## src/rtl/pipe_arbiter.sv

```systemverilog
// pipe_arbiter: two-requester arbiter feeding a free-running fixed-latency
// dot-product pipeline. A tag shift register tracks the owner of each op.
// Results are steered into per-requester response FIFOs. Credit gating keeps
// a FIFO slot reserved for every in-flight op.
// Optional feature: define PIPE_ARB_FIXED_PRIO_EN for fixed priority (r0 wins);
// default is round-robin.
module pipe_arbiter #(
  parameter int unsigned W     = 32,
  parameter int unsigned LAT   = 2,
  parameter int unsigned DEPTH = 4
) (
  input  logic         clk,
  input  logic         rst_n,
  input  logic         r0_valid,
  output logic         r0_ready,
  input  logic [W-1:0] r0_a1,
  input  logic [W-1:0] r0_a2,
  input  logic [W-1:0] r0_b1,
  input  logic [W-1:0] r0_b2,
  input  logic         r1_valid,
  output logic         r1_ready,
  input  logic [W-1:0] r1_a1,
  input  logic [W-1:0] r1_a2,
  input  logic [W-1:0] r1_b1,
  input  logic [W-1:0] r1_b2,
  output logic [W-1:0] dp_a1,
  output logic [W-1:0] dp_a2,
  output logic [W-1:0] dp_b1,
  output logic [W-1:0] dp_b2,
  input  logic [W-1:0] dp_c,
  output logic         o0_valid,
  input  logic         o0_ready,
  output logic [W-1:0] o0_data,
  output logic         o1_valid,
  input  logic         o1_ready,
  output logic [W-1:0] o1_data,
  output logic         busy
);

  localparam int unsigned AW = $clog2(DEPTH);
  localparam int unsigned CW = AW + 1;

  logic [1:0]   req_valid;
  logic [1:0]   out_ready;
  logic [1:0]   elig;
  logic [1:0]   grant;
  logic [1:0]   push;
  logic [1:0]   pop;
  logic [1:0]   nonempty;
  logic [W-1:0] head [2];
  logic [LAT:0] tag_vld_q;
  logic [LAT:0] tag_id_q;

  assign req_valid = {r1_valid, r0_valid};
  assign out_ready = {o1_ready, o0_ready};

`ifdef PIPE_ARB_FIXED_PRIO_EN
  // Fixed priority: r1 is served only when r0 cannot be
  always_comb begin
    grant    = '0;
    grant[0] = elig[0];
    grant[1] = elig[1] & ~elig[0];
  end
`else
  typedef enum logic {LAST_R0, LAST_R1} last_e;
  last_e last_q;

  // Round-robin: on contention grant the requester not served last
  always_comb begin
    grant = elig;
    if (elig == 2'b11) begin
      grant = (last_q == LAST_R1) ? 2'b01 : 2'b10;
    end
  end

  // Last-grant pointer moves only on an actual transfer
  always_ff @(posedge clk or negedge rst_n) begin
    if (!rst_n) begin
      last_q <= LAST_R1;
    end else if (grant[0]) begin
      last_q <= LAST_R0;
    end else if (grant[1]) begin
      last_q <= LAST_R1;
    end
  end
`endif

  // grant is already a transfer since ready == grant; masked while in reset
  assign r0_ready = grant[0] & rst_n;
  assign r1_ready = grant[1] & rst_n;

  // Issue stage: granted operands, or zeros on an idle cycle
  always_ff @(posedge clk or negedge rst_n) begin
    if (!rst_n) begin
      dp_a1 <= '0;
      dp_a2 <= '0;
      dp_b1 <= '0;
      dp_b2 <= '0;
    end else if (grant[0]) begin
      dp_a1 <= r0_a1;
      dp_a2 <= r0_a2;
      dp_b1 <= r0_b1;
      dp_b2 <= r0_b2;
    end else if (grant[1]) begin
      dp_a1 <= r1_a1;
      dp_a2 <= r1_a2;
      dp_b1 <= r1_b1;
      dp_b2 <= r1_b2;
    end else begin
      dp_a1 <= '0;
      dp_a2 <= '0;
      dp_b1 <= '0;
      dp_b2 <= '0;
    end
  end

  // Owner tags: stage 0 is the issue stage, stage LAT lines up with dp_c
  always_ff @(posedge clk or negedge rst_n) begin
    if (!rst_n) begin
      tag_vld_q <= '0;
      tag_id_q  <= '0;
    end else begin
      tag_vld_q <= {tag_vld_q[LAT-1:0], |grant};
      tag_id_q  <= {tag_id_q[LAT-1:0], grant[1]};
    end
  end

  for (genvar g = 0; g < 2; g++) begin : g_req
    logic [CW-1:0] cnt_q;
    logic [CW-1:0] occ_q;
    logic [AW-1:0] wr_q;
    logic [AW-1:0] rd_q;
    logic [W-1:0]  mem_q [DEPTH];

    assign elig[g]     = req_valid[g] && (cnt_q < CW'(DEPTH));
    assign push[g]     = tag_vld_q[LAT] && (tag_id_q[LAT] == 1'(g));
    assign nonempty[g] = (occ_q != '0);
    assign pop[g]      = nonempty[g] && out_ready[g];
    assign head[g]     = nonempty[g] ? mem_q[rd_q] : '0;

    // Credits: in-flight tags plus stored entries; issue and pop cancel
    always_ff @(posedge clk or negedge rst_n) begin
      if (!rst_n) begin
        cnt_q <= '0;
      end else if (grant[g] && !pop[g]) begin
        cnt_q <= cnt_q + CW'(1);
      end else if (!grant[g] && pop[g]) begin
        cnt_q <= cnt_q - CW'(1);
      end
    end

    // FIFO pointers and occupancy; a pop frees the head in the same edge as a push
    always_ff @(posedge clk or negedge rst_n) begin
      if (!rst_n) begin
        wr_q  <= '0;
        rd_q  <= '0;
        occ_q <= '0;
      end else begin
        if (push[g]) wr_q <= wr_q + AW'(1);
        if (pop[g])  rd_q <= rd_q + AW'(1);
        if (push[g] && !pop[g]) begin
          occ_q <= occ_q + CW'(1);
        end else if (!push[g] && pop[g]) begin
          occ_q <= occ_q - CW'(1);
        end
      end
    end

    // Storage needs no reset: the head is masked while the FIFO is empty
    always_ff @(posedge clk) begin
      if (push[g]) mem_q[wr_q] <= dp_c;
    end
  end

  assign o0_valid = nonempty[0];
  assign o1_valid = nonempty[1];
  assign o0_data  = head[0];
  assign o1_data  = head[1];
  assign busy     = (|tag_vld_q) | (|nonempty);

endmodule

```

## config.mk

```make
export PLATFORM = sky130hd
export DESIGN_NAME = pipe_arbiter
export DESIGN_NICKNAME = d
export VERILOG_FILES = /design/src/rtl/pipe_arbiter.sv
export SDC_FILE = /design/constraint.sdc
export NUM_CORES = 1
export LEC_CHECK = 0
export ABC_AREA = 1
export ABC_CLOCK_PERIOD_IN_PS = 4150
export CORE_AREA = 2 2 193 195
export CTS_CLUSTER_DIAMETER = 100
export DETAILED_ROUTE_END_ITERATION = 10
export DIE_AREA = 0 0 195 197
export PLACE_DENSITY = 0.81
export SKIP_CTS_REPAIR_TIMING = 1
export SLEW_MARGIN = 20
export SYNTH_ARGS = -nofsm -noshare
export SYNTH_HDL_FRONTEND = slang
export SYNTH_SLANG_ARGS = --single-unit
export TNS_END_PERCENT = 1
```

## constraint.sdc

```tcl
create_clock -name clk -period 4.15 [get_ports clk]
set_input_delay 1.245 -clock clk [delete_from_list [all_inputs] [get_ports clk]]
set_output_delay 1.245 -clock clk [all_outputs]
set_load 0.02 [all_outputs]
```

# --- After elaboration in Yosys (flattened, before gate mapping) ---
# Memories as Yosys holds them, arrays and structs flattened.
# Index checks and enable logic that the tools add are counted.
word_totals:
  output_inout_bits: 197
  n_memories: 2
  ram_bits: 256
  register_bits: 155
  elab_cells: 92
  in_bits: 294
memory_table:
  columns: ["name", "words", "width", "read_ports", "rd_ports_with_merged_regs", "wr", "line_no", "text"]
  rows:
  - ["g_req[0].mem_q", 4, 32, 1, 0, 1, "133", "logic [W-1:0] mem_q [DEPTH];"]
  - ["g_req[1].mem_q", 4, 32, 1, 0, 1, "133", null]
classes:
  mux: 26
  n_addsub: 12
  n_eq_ne: 1
  order_cmp: 2
  reduce_logical: 30
  n_bitwise: 4
op_table:
  columns: ["op", "count"]
  rows:
  - ["$mux W32", 10]
  - ["$mux W3", 8]
  - ["$logic_and A1 B1 Y1", 14]
  - ["$add A3 B1 Y3 const B", 4]
  - ["$sub A3 B1 Y3 const B", 4]
  - ["$reduce_bool A2 Y1", 5]
  - ["$add A2 B1 Y2 const B", 4]
  - ["$logic_not A1 Y1", 6]
  - ["$lt A3 B3 Y1 const B", 2]
  - ["$mux W1", 6]
  - ["$reduce_bool A3 Y1", 2]
  - ["$mux W2", 2]
  - ["$reduce_or A2 Y1", 2]
  - ["$reduce_or A3 Y1", 1]
  - ["$and A1 B1 Y1", 2]
  - ["$eq A2 B2 Y1 const B", 1]
  - ["$not A1 Y1", 1]
  - ["$or A1 B1 Y1", 1]

# --- Longest topological paths before layout ---
depth:
  ltp_word: 8
  mapped_depth: 14
  ltp_nobuf: 13

# --- Worst setup path before layout ---
# OpenSTA, ideal clock, no wires.
synth_timing:
  path_type: "input to output"
  from: "in r1_valid"
  to: "out r0_ready"
  path_buffers: 1
  path_stages: 6
  t_required_ps: 2905
  slack_ps: 898
  t_arrival_ps: 2007
  path_cell_list: "inv_1 -> nor2_4 -> nand2_1 -> buf_2 -> nand2_1 -> nor2_1"
synth_between:
  elab_chain_cells: 4
synth_lines:
  columns: ["element", "line_no", "text"]
  rows:
  - ["start, declared", "20", "input logic r1_valid,"]
  - ["$logic_and A1 B1 Y1", "135", "assign elig[g] = req_valid[g] && (cnt_q < CW'(DEPTH));"]
  - ["$eq A2 B2 Y1", "71", "if (elig == 2'b11) begin"]
  - ["$mux W2", "71", null]
  - ["$and A1 B1 Y1", "89", "assign r0_ready = grant[0] & rst_n;"]
  - ["end, declared", "15", "output logic r0_ready,"]
# No other way between the ends.

# --- Worst setup path after layout ---
layout_timing:
  from: "reg g_req[0].rd_q[0]"
  to: "out o0_data[31]"
layout_between:
  elab_chain_cells: 2
layout_lines:
  columns: ["element", "line_no", "text"]
  rows:
  - ["start, declared", "132", "logic [AW-1:0] rd_q;"]
  - ["start signal, assigned", "160", "if (pop[g]) rd_q <= rd_q + AW'(1);"]
  - ["$mem_v2 Z4 W32", null, null]
  - ["$mux W32", "139", "assign head[g] = nonempty[g] ? mem_q[rd_q] : '0;"]
  - ["end, declared", "33", "output logic [W-1:0] o0_data,"]
# No other way between the ends.

==> metrics.log <==
[metrics] outcome: completed
[metrics] deepest level of the CTS H-tree: 2
[metrics] Setup crit end kind: output pin
[metrics] post-synth design cell area: 0.0176 mm²
[metrics] Post-Route Skew: 0.0201 ns
[metrics] CP bufs+invs: 3
[metrics] post-synthesis simple-gate area fraction: 20.9%
[metrics] sequential area share after synthesis: 65.9%
[metrics] horizontal extent of the die: 195 µm
[metrics] synthesized flop and latch total: 411
[metrics] clock network power share: 23.7%
[metrics] critical path peak fanout: 41
[metrics] count of pins on the block boundary: 491
[metrics] setup violators final: 0
[metrics] Post-Synth Adder-Cell Area: 1.31%
[metrics] post-synth top area share: 43.8%
[metrics] family of cells with the greatest summed delay on the critical path: buffers and inverters
[metrics] clk slew on worst S/H paths: 0.06 ns
[metrics] Synth area leader: sky130_fd_sc_hd__edfxtp_1
[metrics] number of nets produced by synthesis: 2,060
[metrics] switching power total: 6.80 mW
[metrics] Data required, critical path: 2.90 ns
[metrics] via count normalized by instance count: 5.32
[metrics] Worst VDD drop: 0.000382 V
[metrics] Highest Clock Rate: 0.250 GHz
[metrics] Compound-Gate Fraction of Synth Area: 1.97%
[metrics] combined area of the multi-input logic cells: 0.00440 mm²
[metrics] CP startpoint: g_req[0].rd_q[0]$_DFFE_PN0P_
[metrics] number of routed nets with antenna violations: 0
[metrics] Die Outline Area: 0.0384 mm²
[metrics] most frequently used cell type in the post-synthesis netlist: sky130_fd_sc_hd__nand2_1
[metrics] Final Slew Violations: 0
[metrics] Root Driver: sky130_fd_sc_hd__clkbuf_16
[metrics] overall routed net length: 60.2 mm
[metrics] Main synth FF type: sky130_fd_sc_hd__edfxtp_1
[metrics] synth top area cells: sky130_fd_sc_hd__edfxtp_1, sky130_fd_sc_hd__dfrtp_1, sky130_fd_sc_hd__nand3_1, sky130_fd_sc_hd__nand2_1, sky130_fd_sc_hd__inv_1
[metrics] worst slack, placed: 0.213 ns
[metrics] number of nets in the finished design: 2,528
[metrics] slew at the pin with the worst max-slew slack: 0.979 ns
[metrics] final hold violation count: 0
[metrics] row count: 70
[metrics] clock tree from TritonCTS: done
[metrics] Initial Util: 48.4%
[metrics] final RePlAce weighted congestion: 0.948
[metrics] fraction of synthesized area in multiplexers: 0%
[metrics] HPWL reported at the end of detailed placement: 41.8 mm
[metrics] RSZ-0062 raised after global routing: false
[metrics] global router's overall resource usage: 30.9%
[metrics] data arrival at the endpoint of the critical path: 2.76 ns
[metrics] total via count in the routed design: 14,500
[metrics] highest cell delay on the worst timing path: 0.67 ns
[metrics] synthesized area per cell: 10.0 µm²
[metrics] count of maximum capacitance violations: 0
[metrics] Core Footprint: 0.0363 mm²
[metrics] overflow left after global routing: 0
[metrics] final routed wire length divided by cell count: 22.0 µm
[metrics] total internal power: 10.7 mW
[metrics] maximum count of clock buffers along a single path: 3
[metrics] startpoint-to-endpoint class of the critical path: flop to output pin
[metrics] number of flops mapped to enable cells by yosys: 256
[metrics] Storage cell area: 0.0116 mm²
[metrics] FFs w/ async S/R, synth: 37.7%
[metrics] number of port buffers: 490
[metrics] register share of total power: 32.2%
[metrics] fraction of layout instances using a drive strength above 1: 5.55%
[metrics] number of buffers created by CTS: 43
[metrics] number of unique standard cell types used by synthesis: 24
[metrics] largest net degree at the start of global routing: 156
[metrics] critical path launch point type: flop
[metrics] Initial DRC Count: 1,240
[metrics] total leakage power: 11.0 nW
[metrics] filler cell count: 2,599
[metrics] vias in the first global route: 14,500
[metrics] setup slack of the critical path after layout: 0.145 ns
[metrics] Relative slew margins: 34.7%
[metrics] part of the cycle the worst path needs: 96.5%
[metrics] Post-route DRC: 0
[metrics] number of antenna violations at the first check in global routing: 10
[metrics] combinational fraction of design power: 44.1%
[metrics] xor/xnor share of the synthesized area: 0.399%
[metrics] largest family of logic cells by synthesized area: simple AND/OR/NAND/NOR gates
[metrics] Min-Delay Path Class: flop to flop
[metrics] number of synthesis warnings: 0
[metrics] clk_lat worst skew: 0.56 ns
[metrics] cells after synthesis: 1,750
[metrics] hold path startpoint: tag_id_q[0]$_DFF_PN0_
[metrics] growth of design area from synthesis to finish: 40.1%
[metrics] floorplan die height: 197 µm
[metrics] global-route wire length before repair: 87.6 mm
[metrics] cell with the biggest individual delay on the critical path: sky130_fd_sc_hd__clkdlybuf4s50_1
[metrics] pwr dens: 714 mW/mm²
[metrics] synth cell count leaders: sky130_fd_sc_hd__nand2_1, sky130_fd_sc_hd__nand3_1, sky130_fd_sc_hd__inv_1
[metrics] Final Critical Period: 4.00 ns
[metrics] detailed-router iteration count before antenna repair: 8
[metrics] CP cell instances: inv_2 -> buf_12 -> nand2_1 -> nand3_1 -> a21oi_1 -> clkdlybuf4s50_1
[metrics] startpoint of the worst register-to-register path: last_q$_DFFE_PN1P_
[metrics] switching part of the total: 38.8%
[metrics] CTS sink count: 411
[metrics] total negative slack: 0 ns
## power by group through the flow
stage          clock network, mW  logic, mW  registers [mW]
2_1_floorplan                  0       3.64            6.10
3_5_place_dp                   0       7.59            5.72
3_3_place_gp                   0       7.41            5.70
6_report                    4.16       7.73            5.66
5_1_grt                     4.35       8.29            5.73
4_1_cts                     4.19       7.67            5.66
## registers in the layout (all words and copies together), names as in the netlist
| name | flops |
|---|---|
| dp_a1 | 32 |
| dp_a2 | 32 |
| dp_b1 | 32 |
| dp_b2 | 32 |
| g_req.cnt_q | 6 |
| g_req.mem_q | 256 |
| g_req.occ_q | 6 |
| g_req.rd_q | 4 |
| g_req.wr_q | 4 |
| last_q | 1 |
| tag_id_q | 3 |
| tag_vld_q | 3 |
## layout make-up
type / count / area share, %
well taps: 468 / 2.38
flip-flops and latches: 411 / 47.1
clock buffers: 49 / 4.55
clock inverters: 31 / 1.62
multi-input cells: 934 / 17.9
inverters: 300 / 4.58
repair buffers: 528 / 21.8
diodes: 10 / 0.102
## worst reg2reg max path: cells and delay by family, from the launching register on
| kind | cells | cell delay (ns) |
|---|---|---|
| buffers and inverters | 3 | 1.18 |
| flip-flops | 1 | 0.56 |
| AND/OR/NAND/NOR | 3 | 0.54 |
## per-stage QoR
step / hold WS, ns / std cells / utilization [%] / power (mW) / cell area, µm²
2_1_floorplan: 0.331 / 1750 / - / 9.74 / 17600
3_3_place_gp: 0.332 / 2631 / 63.0 / 13.1 / 22800
3_5_place_dp: 0.343 / 2635 / 63.2 / 13.3 / 22900
4_1_cts: 0.378 / 2715 / 67.3 / 17.5 / 24400
5_1_grt: 0.393 / 2730 / 67.8 / 18.4 / 24600
6_report: 0.373 / 2731 / 67.8 / 17.5 / 24600
## layer usage
layer  part of all wire, %  vias to the layer above  track usage [%]
li1                      -                     6587                -
met1                    36                     6993             37.9
met2                    48                      799             50.2
met3                    12                      141             10.5
met4                   4.5                        0             12.9
met5                     0                        -                0
## cell usage in the layout, fill, tap and decap left out, drive strengths merged, types with 4 or more instances in the layout
cell type | synthesis | routed
clkdlybuf4s50 | 0 | 486
nand2 | 430 | 430
nand3 | 391 | 391
inv | 300 | 301
edfxtp | 256 | 256
dfrtp | 154 | 154
a21oi | 64 | 64
clkbuf | 14 | 49
buf | 91 | 41
clkinv | 0 | 17
nor2 | 14 | 14
ha | 12 | 12
diode | 0 | 10
bufinv | 0 | 9
xnor2 | 6 | 6
o21ai | 5 | 5
nand4 | 4 | 4
fa | 4 | 4
clkinvlp | 0 | 4
## final timing paths
path | depth (start not counted) | slack [ns] | to
max | 6 | 0.15 | o0_data[31]
min reg2reg | 0 | 0.37 | tag_id_q[1]$_DFF_PN0_
max reg2reg | 6 | 1.82 | dp_a2[7]$_DFF_PN0_
min | 0 | 0.37 | tag_id_q[1]$_DFF_PN0_
min in group asynchronous | 2 | 0.76 | dp_a1[1]$_DFF_PN0_
max in group asynchronous | 2 | 2.60 | dp_b1[10]$_DFF_PN0_
## cell families (layout without fill, tap and decap cells)
kind of cell | after synthesis | in the layout
AO/OA/AOI/OAI | 69 | 69
AND/OR/NAND/NOR | 841 | 841
buffers and inverters | 405 | 908
XOR/XNOR | 8 | 8
adder cells (fa/ha/maj) | 16 | 16
flip-flops | 411 | 411
other | 0 | 10
(Power assumes the default switching activity.)
